===== src/rtl/axil_pkg.sv =====
// Shared definitions for the AXI4-Lite slave write path: response codes,
// write-FSM state encoding and the strobe-width derivation.
package axil_pkg;

  localparam logic [1:0] RESP_OKAY   = 2'b00;
  localparam logic [1:0] RESP_SLVERR = 2'b10;

  typedef enum logic [2:0] {
    ST_IDLE   = 3'd0,
    ST_DECODE = 3'd1,
    ST_WRITE  = 3'd2,
    ST_RESP   = 3'd3,
    ST_WAIT_B = 3'd4
  } wr_state_e;

  function automatic int strb_width(input int data_width);
    return data_width / 8;
  endfunction

endpackage


===== src/rtl/axil_hold_reg.sv =====
// One-entry valid/ready capture register. Ready is registered and only
// reopens when the entry is empty and the owner says new traffic is allowed.
module axil_hold_reg #(
  parameter int WIDTH = 8
) (
  input  logic             clk,
  input  logic             resetn,
  input  logic             valid,
  input  logic [WIDTH-1:0] din,
  input  logic             open_nxt,
  input  logic             clr,
  output logic             ready,
  output logic             full,
  output logic [WIDTH-1:0] dout
);

  logic             full_q;
  logic             ready_q;
  logic             full_nxt;
  logic [WIDTH-1:0] data_q;

  always_comb begin
    full_nxt = full_q;
    if (clr)
      full_nxt = 1'b0;
    else if (valid && ready_q)
      full_nxt = 1'b1;
  end

  always_ff @(posedge clk or negedge resetn) begin
    if (!resetn) begin
      full_q  <= 1'b0;
      ready_q <= 1'b0;
    end else begin
      full_q  <= full_nxt;
      ready_q <= !full_nxt && open_nxt;
    end
  end

  // Payload carries no reset; it is only observed while full_q is set.
  always_ff @(posedge clk) begin
    if (valid && ready_q)
      data_q <= din;
  end

  assign ready = ready_q;
  assign full  = full_q;
  assign dout  = data_q;

endmodule


===== src/rtl/axil_write_ctrl.sv =====
// AXI4-Lite write-path control: joins AW and W beats, performs the word
// write to register memory and hands the response to the B-channel stage.
module axil_write_ctrl
  import axil_pkg::*;
#(
  parameter int ADDR_WIDTH = 12,
  parameter int DATA_WIDTH = 32,
  parameter int NUM_REGS   = 64,
  localparam int STRB_WIDTH = strb_width(DATA_WIDTH)
) (
  input  logic                  clk,
  input  logic                  resetn,
  input  logic                  AWVALID,
  output logic                  AWREADY,
  input  logic [ADDR_WIDTH-1:0] AWADDR,
  input  logic [2:0]            AWPROT,
  input  logic                  WVALID,
  output logic                  WREADY,
  input  logic [DATA_WIDTH-1:0] WDATA,
  input  logic [STRB_WIDTH-1:0] WSTRB,
  output logic                  mem_wen,
  output logic [ADDR_WIDTH-3:0] mem_addr,
  output logic [DATA_WIDTH-1:0] mem_wdata,
  output logic [STRB_WIDTH-1:0] mem_wstrb,
  input  logic                  mem_ready,
  output logic                  WRESPREADY,
  output logic [1:0]            WRESP,
  input  logic                  BRESPREADY
);

  localparam int IDX_W = ADDR_WIDTH - 2;
  localparam logic [IDX_W:0] NUM_REGS_EXT = (IDX_W + 1)'(NUM_REGS);

  wr_state_e                  state_q, state_nxt;
  logic [1:0]                 resp_q, resp_nxt;
  logic                       aw_full, w_full;
  logic                       open_nxt, clr_hold;
  logic [IDX_W-1:0]           aw_idx;
  logic [DATA_WIDTH-1:0]      w_data;
  logic [STRB_WIDTH-1:0]      w_strb;
  logic                       out_of_range;
  logic                       unused_ok;

  // Protection bits and the byte offset within a word have no effect.
  assign unused_ok = ^{AWPROT, AWADDR[1:0]};

  assign open_nxt = (state_nxt == ST_IDLE);
  assign clr_hold = (state_q == ST_WAIT_B) && BRESPREADY;

  axil_hold_reg #(.WIDTH(IDX_W)) u_aw_hold (
    .clk      (clk),
    .resetn   (resetn),
    .valid    (AWVALID),
    .din      (AWADDR[ADDR_WIDTH-1:2]),
    .open_nxt (open_nxt),
    .clr      (clr_hold),
    .ready    (AWREADY),
    .full     (aw_full),
    .dout     (aw_idx)
  );

  axil_hold_reg #(.WIDTH(DATA_WIDTH + STRB_WIDTH)) u_w_hold (
    .clk      (clk),
    .resetn   (resetn),
    .valid    (WVALID),
    .din      ({WDATA, WSTRB}),
    .open_nxt (open_nxt),
    .clr      (clr_hold),
    .ready    (WREADY),
    .full     (w_full),
    .dout     ({w_data, w_strb})
  );

  assign out_of_range = ({1'b0, aw_idx} >= NUM_REGS_EXT);

  always_ff @(posedge clk or negedge resetn) begin
    if (!resetn) begin
      state_q <= ST_IDLE;
      resp_q  <= RESP_OKAY;
    end else begin
      state_q <= state_nxt;
      resp_q  <= resp_nxt;
    end
  end

  always_comb begin
    state_nxt = state_q;
    resp_nxt  = resp_q;
    case (state_q)
      ST_IDLE: begin
        if (aw_full && w_full)
          state_nxt = ST_DECODE;
      end
      ST_DECODE: begin
        if (out_of_range) begin
          resp_nxt  = RESP_SLVERR;
          state_nxt = ST_RESP;
        end else if (w_strb == '0) begin
          resp_nxt  = RESP_OKAY;
          state_nxt = ST_RESP;
        end else begin
          state_nxt = ST_WRITE;
        end
      end
      ST_WRITE: begin
        if (mem_ready) begin
          resp_nxt  = RESP_OKAY;
          state_nxt = ST_RESP;
        end
      end
      ST_RESP:   state_nxt = ST_WAIT_B;
      ST_WAIT_B: begin
        if (BRESPREADY)
          state_nxt = ST_IDLE;
      end
      default:   state_nxt = ST_IDLE;
    endcase
  end

  // Memory bus is forced to zero outside WRITE so idle outputs read as 0.
  always_comb begin
    mem_wen    = (state_q == ST_WRITE);
    mem_addr   = '0;
    mem_wdata  = '0;
    mem_wstrb  = '0;
    if (mem_wen) begin
      mem_addr  = aw_idx;
      mem_wdata = w_data;
      mem_wstrb = w_strb;
    end
    WRESPREADY = (state_q == ST_RESP);
    WRESP      = resp_q;
  end

endmodule


===== config.mk =====
export PLATFORM = sky130hd
export DESIGN_NAME = axil_write_ctrl
export DESIGN_NICKNAME = d
export VERILOG_FILES = /design/src/rtl/axil_pkg.sv /design/src/rtl/axil_hold_reg.sv /design/src/rtl/axil_write_ctrl.sv
export SDC_FILE = /design/constraint.sdc
export NUM_CORES = 1
export LEC_CHECK = 0
export ABC_AREA = 1
export BUFFER_PORTS_ARGS = -buffer_cell sky130_fd_sc_hd__buf_2
export CAP_MARGIN = 25
export CORE_ASPECT_RATIO = 0.75
export CORE_MARGIN = 3
export CORE_UTILIZATION = 49
export CTS_BUF_LIST = sky130_fd_sc_hd__clkbuf_8
export DETAILED_ROUTE_END_ITERATION = 6
export PLACE_DENSITY = 0.89
export SYNTH_ARGS = -nofsm -noshare
export SYNTH_HDL_FRONTEND = slang
export SYNTH_SLANG_ARGS = --single-unit

===== constraint.sdc =====
create_clock -name clk -period 1.7 [get_ports clk]
set_input_delay 0.17 -clock clk [delete_from_list [all_inputs] [get_ports clk]]
set_output_delay 0.17 -clock clk [all_outputs]
set_load 0.05 [all_outputs]

Word-level counts from Yosys, hierarchy flattened
Index checks and enable logic that the tools add are counted.
- input bits: 57
- logic and storage cells: 45
- output and inout port bits: 52
- register bits after elaboration: 55
- equality and inequality tests: 6
- reduce and logical (&&, ||, !) cells: 13
- multiplexer cells: 17
- magnitude comparators: 1
- operators by type and width (kind ; number):
    two-way mux 32 bit ; 1
    case mux 3 bit (5 select lines) ; 1
    greater-or-equal comparator 10 x 7 -> 1 bit, second input constant ; 1
    two-way mux 10 bit ; 1
    two-way mux 3 bit ; 3
    == test 3 x 2 -> 1 bit, second input constant ; 2
    logical AND 1 bit ; 6
    logical NOT 3 bit ; 2
    two-way mux 1 bit ; 6
    two-way mux 2 bit ; 3
    logical NOT 4 bit ; 1
    two-way mux 4 bit ; 1
    case mux 2 bit (2 select lines) ; 1
    == test 3 x 1 -> 1 bit, second input constant ; 1
    == test 3 bit, second input constant ; 1
    inequality test 3 bit, second input constant ; 1
    AND reduction 3 bit ; 1
    logical NOT 1 bit ; 2
    inequality test 2 x 1 -> 1 bit, second input constant ; 1
    nonzero test 2 bit ; 1

Logic depth before layout (Yosys ltp)
Gate-level depths: netlist (run 1).
- depth in word-level cells: 6
- depth in mapped cells: 7
- mapped depth without buffers: 7

Hierarchy
From an unflattened synthesis (run 1), not the netlist that was laid out.
- cells, all modules: 202
- area total of the unflattened synthesis: 2327.2 um^2
- by module, submodules not included (module ; instances ; sequential area each (um^2) ; cells each ; area an instance (um^2)):
    axil_hold_reg at u_w_hold ; 1 ; 1131.1 ; 46 ; 1172.4
    axil_write_ctrl ; 1 ; 100.1 ; 136 ; 763.2
    axil_hold_reg at u_aw_hold ; 1 ; 350.3 ; 20 ; 391.6

Least setup slack after synthesis (run 1)
No wires, ideal clock.
- path type: reg2reg
- start point: register u_w_hold.ready_q (netlist: u_w_hold.ready)
- end point: register u_w_hold.ready_q (netlist: u_w_hold.ready)
- data required time: 1584 ps
- buffers on the path: 0
- arrival: 1732 ps
- period minus slack after synthesis: 1848 ps
- path slack: -148 ps
- cell stages (with the launch flop): 6
- setup time: 116 ps
- path through: dfrtp_1 > nand2_1 > inv_1 > o21ai_0 > inv_1 > nor2_1
- longest elaborated chain between the ends: 5
- ends and longest elaborated chain (element ; line ; RTL):
    start: declaration ; axil_hold_reg.sv:18 ; logic ready_q;
    start signal: assignment ; axil_hold_reg.sv:36 ; ready_q <= !full_nxt && open_nxt;
    logical AND 1 bit ; axil_hold_reg.sv:26 ; else if (valid && ready_q)
    two-way mux 1 bit ; axil_hold_reg.sv:26 ;
    two-way mux 1 bit ; axil_hold_reg.sv:24 ; if (clr)
    net u_w_hold.full_nxt ; axil_hold_reg.sv:19 ; logic full_nxt;
    logical NOT 1 bit ; axil_hold_reg.sv:36 ;
    logical AND 1 bit ; axil_hold_reg.sv:36 ;
The timed path passes the listed nets, and every way through them passes these cells.
A chain may end at the register's enable or synchronous reset.

Final worst setup path (run 1)
- start point: register state_q[0]
- end point: output mem_addr[7]
- longest elaborated chain between the ends: 2
- ends and longest elaborated chain (element ; line ; RTL):
    start: declaration ; axil_write_ctrl.sv:34 ; wr_state_e state_q, state_nxt;
    start signal: assignment ; axil_write_ctrl.sv:81 ; state_q <= state_nxt;
    == test 3 x 2 -> 1 bit ; axil_write_ctrl.sv:122 ; mem_wen = (state_q == ST_WRITE);
    two-way mux 10 bit ; axil_write_ctrl.sv:126 ; if (mem_wen) begin
    end: declaration ; axil_write_ctrl.sv:22 ; output logic [ADDR_WIDTH-3:0] mem_addr,
Every way passes these cells.

==> results_dict.tcl, run 1 <==
set metrics [dict create \
    ys.warnings.count 0 \
    cts_tree "yes" \
    power.leakage_uw 0.00154 \
    pwr-share-clk_pct 12.4 \
    crit_path_start_kind "register" \
    crit_type "reg2out" \
    clock_skew_ns 0.00582 \
    layout-drive-gt1-share_pct 50.5 \
    fillerInstances 345 \
    min_period_ns 1.65 \
    htree_levels 2 \
    ys_ff_latch 54 \
    hp-start "AWADDR[9]" \
    status "completed" \
    dieHeight_um 67.1 \
    viasPerCell 4.42 \
    crit_fanout 24 \
    maxSlewViolCount 0 \
    grt_busiest_layer "met2" \
    die-area_um2 5860 \
    setup_viol 0 \
    pwr-share-seq_pct 32.0 \
    hold_slack_ns 0.0395 \
    die_w_um 87.4 \
    r2r-start "u_w_hold.ready$_DFF_PN0_" \
    grt-ovfl-total 0 \
    p_int_uw 2760 \
    grt_pass1_vias 1559 \
    switching_power_uw 2610 \
    place_congestion 0.745 \
    clkTransAtPathRegs_ns 0.09 \
    grt_max_degree 27 \
    vias 1610 \
    rsz0062_at_grt "yes" \
    gr-usage-met2_pct 27.5 \
    fin_crit_sh_pct 96.8 \
    num_rows 21 \
    met3_usage_pct 5.69 \
    cp.arrival_ns 1.48 \
    ys_types 18 \
    clk_path_buf_depth 2 \
    combPwrFrac_pct 55.6 \
    postLayoutCoreUtil_pct 71.1 \
    drc 0 \
    io_pins 109 \
    dp_hpwl_um 3590 \
    use_met1_pct 18.7 \
    hp-class "in2reg" \
    syn2layout_area_growth_pct 34.9 \
    drv_cap 0 \
    synth_seq_area_share_pct 64.9 \
    power.total_uw 5370 \
    setup.worst_path.start "state_q[0]$_DFF_PN0_" \
    drtAntennaViolNets 0 \
    rrSetupSlack_ns 0.38 \
    grt_util_all_layers_pct 15.9 \
    antenna_found_initial 0 \
    synth_cells 199 \
    crit_path_end_kind "primary output" \
    mappedNetlistNets 256 \
    final_nets 363 \
    syn_area_per_cell_um2 12.2 \
    clock_sinks 54 \
    setup_tns_ns 0 \
    first_pass_iters 4 \
    fmax_mhz 608 \
    cts_made_buffers 5 \
    cp.required_ns 1.53 \
    power.density_nw_per_um2 1630 \
    clock-root-buffer "clkbuf_8" \
    grt_pass1_wl_um 6930 \
    routed_wl_um 4760 \
    port_buffers 102 \
    ir_drop_mv 0.977 \
    start_util_pct 52.7 \
    antennaDiodeCount 0 \
    finalHoldViolCount 0 \
    synth_area_um2 2440 \
    routedWlPerCell_um 13.1 \
    switching_share_pct 48.6 \
    core_um2 4620 \
    cts_setup_buffers 0 \
    insertion_delay_ns 0.30 \
    drt_iter0_markers 60 \
]
## timing repair
item,CTS,global route
resized for setup,12,86
endpoints found under the hold margin,8,0
hold buffers,1,0
setup endpoints to repair,24,47
## kinds of logic after synthesis
family / share of synthesized area [%]
AOI/OAI and AO/OA: 0.616
buffers and inverters: 12.4
DFF: 64.9
other: 0.154
and+or+nand+nor: 21.9
## final timing paths
kind	to	depth (start not counted)
setup / recovery	mem_addr[7]	5
hold / removal	u_aw_hold.dout[7]$_DFFE_PP_	1
setup reg to reg	u_w_hold.dout[19]$_DFFE_PP_	3
hold reg to reg	u_w_hold.full$_DFF_PN0_	2
max in group asynchronous	u_w_hold.ready$_DFF_PN0_	2
min in group asynchronous	state_q[0]$_DFF_PN0_	2
## cell usage after synthesis
library cell	n	area share (%)
buf_4	1	0.31
nand4_1	1	0.26
inv_2	2	0.31
o21ai_1	1	0.21
nand3b_1	1	0.31
nor2_4	30	14
nand2_1	12	1.8
buf_12	3	2.5
o21ai_0	2	0.41
nand3_2	1	0.41
edfxtp_1	46	57
nor2_1	26	4.0
buf_6	1	0.46
inv_1	56	8.6
buf_2	1	0.21
nand3_1	6	1.2
conb_1	1	0.15
dfrtp_1	8	8.2
## state kept, by name, summed over array words and instances, names as in the netlist
signal / cells
u_w_hold.dout: 36
u_aw_hold.dout: 10
state_q: 3
WRESP: 1
u_aw_hold.full: 1
u_aw_hold.ready: 1
u_w_hold.full: 1
u_w_hold.ready: 1
## power by group through the flow
stage,Clock [µW],Sequential [µW],Combinational (µW)
2_1_floorplan,0,1810,2180
3_3_place_gp,0,1740,2630
3_5_place_dp,0,1750,2680
4_1_cts,685,1720,2740
5_1_grt,741,1740,3160
6_report,666,1720,2980
## per-layer routing
layer	vias up	part of all wire, %
li1	810	-
met5	-	0
met3	4	8.9
met1	725	38
met2	71	53
met4	0	0.61
## critical path, stage by stage, from the launching register on
cell	delay, ns
dfrtp_1	0.42
inv_1	0.11
nand3_4	0.10
buf_12	0.20
nor2_4	0.10
clkbuf_4	0.23
## final cells by class
class	instances	area (µm²)	share of cell area [%]
inverter	58	221	6.74
clock buffer	5	68.8	2.09
multi-input combinational	81	583	17.7
tap	57	71.3	2.17
clock inverter	3	12.5	0.381
sequential	54	1580	48.2
timing repair buffer	106	747	22.7
## metrics by stage
stage	cells	setup slack, ns	instance area [µm²]
final	364	0.0549	3290
after global routing	364	-0.0232	3290
after CTS	364	0.00430	3120
after detailed placement	355	0.244	2990
after global placement	355	0.274	2990
after floorplan	199	0.0896	2440
## cell usage in the layout, fill, tap and decap left out
cell type / instances
buf_12: 3
buf_2: 55
buf_4: 24
buf_6: 13
clkbuf_4: 10
clkbuf_8: 5
clkinv_1: 1
clkinv_2: 1
clkinvlp_4: 1
conb_1: 1
dfrtp_1: 7
dfrtp_2: 1
dlygate4sd3_1: 1
edfxtp_1: 46
inv_1: 56
inv_2: 2
nand2_1: 12
nand3_1: 6
nand3_4: 1
nand3b_1: 1
nand4_1: 1
nor2_1: 17
nor2_2: 9
nor2_4: 30
o21ai_0: 1
o21ai_1: 2
Note: power is estimated with default switching activity, not from simulation.
==> inputs of run 2 (changes only) <==
--- a/config.mk
+++ b/config.mk
@@ -13,7 +13,7 @@
 export CORE_UTILIZATION = 49
 export CTS_BUF_LIST = sky130_fd_sc_hd__clkbuf_8
 export DETAILED_ROUTE_END_ITERATION = 6
-export PLACE_DENSITY = 0.89
+export PLACE_DENSITY = 0.83
 export SYNTH_ARGS = -nofsm -noshare
 export SYNTH_HDL_FRONTEND = slang
 export SYNTH_SLANG_ARGS = --single-unit
==> run 2 against run 1 <==
Combinational power rose by 1%. Design area rose by 2.1%. Clock skew barely moved. Critical path type unchanged. Largest cell class unchanged.
==> results_dict.tcl, run 2 (same netlist as run 1, synthesis figures left out) <==
set metrics [dict create \
    cp.required_ns 1.53 \
    viasPerCell 4.45 \
    grt_pass1_wl_um 6910 \
    io_pins 109 \
    largest_reg_flops 36 \
    crit_family "buffers and inverters" \
    crit_type "reg2out" \
    drt_iter0_markers 63 \
    insertion_delay_ns 0.30 \
    power.leakage_uw 0.00157 \
    grt_pass1_vias 1494 \
    core_um2 4620 \
    clock-root-buffer "clkbuf_8" \
    crit_fanout 27 \
    cts_tree "yes" \
    port_buffers 102 \
    clkTransAtPathRegs_ns 0.10 \
    fmax_mhz 594 \
    min_path_cells 1 \
    grt_util_all_layers_pct 15.9 \
    clock_skew_ns 0.00532 \
    cp.arrival_ns 1.51 \
    ir_drop_mv 1.21 \
    place_congestion 0.753 \
    final_cell_mix "inv_1 (55), buf_2 (55), edfxtp_1 (46)" \
    setup_tns_ns 0 \
    rrSetupSlack_ns 0.36 \
    layout-drive-gt1-share_pct 51.3 \
    drtAntennaViolNets 0 \
    crit_path_top_delay_cell "dfrtp_1" \
    hp-start "AWADDR[5]" \
    start_util_pct 52.7 \
    setup_viol 0 \
    clk_path_buf_depth 2 \
    grt_max_degree 28 \
    hold_slack_ns 0.0368 \
    crit_chain "inv_2 > nand3_4 > buf_12 > nor2_1 > buf_6" \
    antenna_found_initial 0 \
    min_period_ns 1.68 \
    dp_hpwl_um 3520 \
    antennaDiodeCount 0 \
    drc 0 \
    fin_area_um2 3350 \
    cts_made_buffers 5 \
    die-area_um2 5860 \
    clock_sinks 54 \
    drv_cap 0 \
    worst_r2r_path_depth 7 \
    status "completed" \
    fin_crit_sh_pct 99.1 \
    syn2layout_area_growth_pct 37.7 \
    min_to "u_aw_hold.dout[3]$_DFFE_PP_" \
    crit_path_end_kind "primary output" \
    slowest_delay_ns 0.41 \
    htree_levels 2 \
    vias 1623 \
    first_pass_iters 4 \
    grt-ovfl-total 0 \
    rsz0062_at_grt "yes" \
    finalHoldViolCount 0 \
    r2r-start "state_q[2]$_DFF_PN0_" \
    routed_wl_um 4640 \
    path_buf_inv 3 \
    dieHeight_um 67.1 \
    placed_area_um2 2990 \
    power.density_nw_per_um2 1700 \
    num_rows 21 \
    die_w_um 87.4 \
    hp-class "in2reg" \
    final_nets 364 \
    r2r-end "u_w_hold.ready$_DFF_PN0_" \
    crit_path_start_kind "register" \
    routedWlPerCell_um 12.7 \
    maxSlewViolCount 0 \
]
-- run 2: changes by cell type in the layout (fill, tap and decap cells not counted) --
cell / change
buf_12: -1
buf_4: +7
buf_6: +3
buf_8: +1
bufinv_16: +2
clkbuf_4: -9
clkinv_2: -1
inv_1: -1
nor2_1: -1
nor2_2: +1
-- run 2: routing by layer --
| metal | share of wire (%) | global-route usage, % | vias up |
|---|---|---|---|
| met4 | 0.73 | 4.60 | 0 |
| met2 | 52 | 27.5 | 72 |
| met5 | 0 | 0 | - |
| met3 | 8.7 | 5.81 | 4 |
| li1 | - | - | 811 |
| met1 | 38 | 18.6 | 736 |
-- run 2: power breakdown --
part           internal (µW)  switching (µW)
logic                    869            2150
clock network            583             400
registers               1630            80.8
-- run 2: worst max-delay path by stage --
stage	to	start	cells after the start
5_1_grt	mem_addr[9]	state_q[2]$_DFF_PN0_	5
4_1_cts	mem_wdata[12]	state_q[2]$_DFF_PN0_	5
2_1_floorplan	u_w_hold.ready$_DFF_PN0_	u_w_hold.ready$_DFF_PN0_	5
6_report	mem_addr[9]	state_q[2]$_DFF_PN0_	5
3_3_place_gp	mem_wdata[10]	state_q[0]$_DFF_PN0_	5
3_5_place_dp	mem_wdata[4]	state_q[2]$_DFF_PN0_	5
-- run 2: cell type report --
cell class,count,area [µm²]
Sequential cell,54,1580
Fill cell,344,1270
Timing Repair Buffer,107,761
Multi-Input combinational cell,81,586
Inverter,58,221
Tap cell,57,71.3
Clock buffer,5,68.8
Clock inverter,3,63.8
-- run 2: worst reg2reg max path: cells and delay by family, from the launching register on --
kind | cells | cell delay, ns
buffers and inverters | 2 | 0.35
and+or+nand+nor | 5 | 0.52
DFF | 1 | 0.39
-- run 2: timing repair --
item	in CTS	in global routing
hold buffers	1	0
buffers inserted	0	1
resized for setup	15	92
setup endpoints to repair	23	47
hold endpoints to repair	8	0
-- run 2: per-stage QoR --
stage	utilization [%]	setup slack [ns]	power, µW	cells
2_1_floorplan	-	0.0896	3990	199
3_3_place_gp	64.7	0.302	4380	355
3_5_place_dp	64.7	0.246	4430	355
4_1_cts	68.7	0.0173	5480	364
5_1_grt	72.5	-0.0766	6010	365
6_report	72.5	0.0152	5710	365
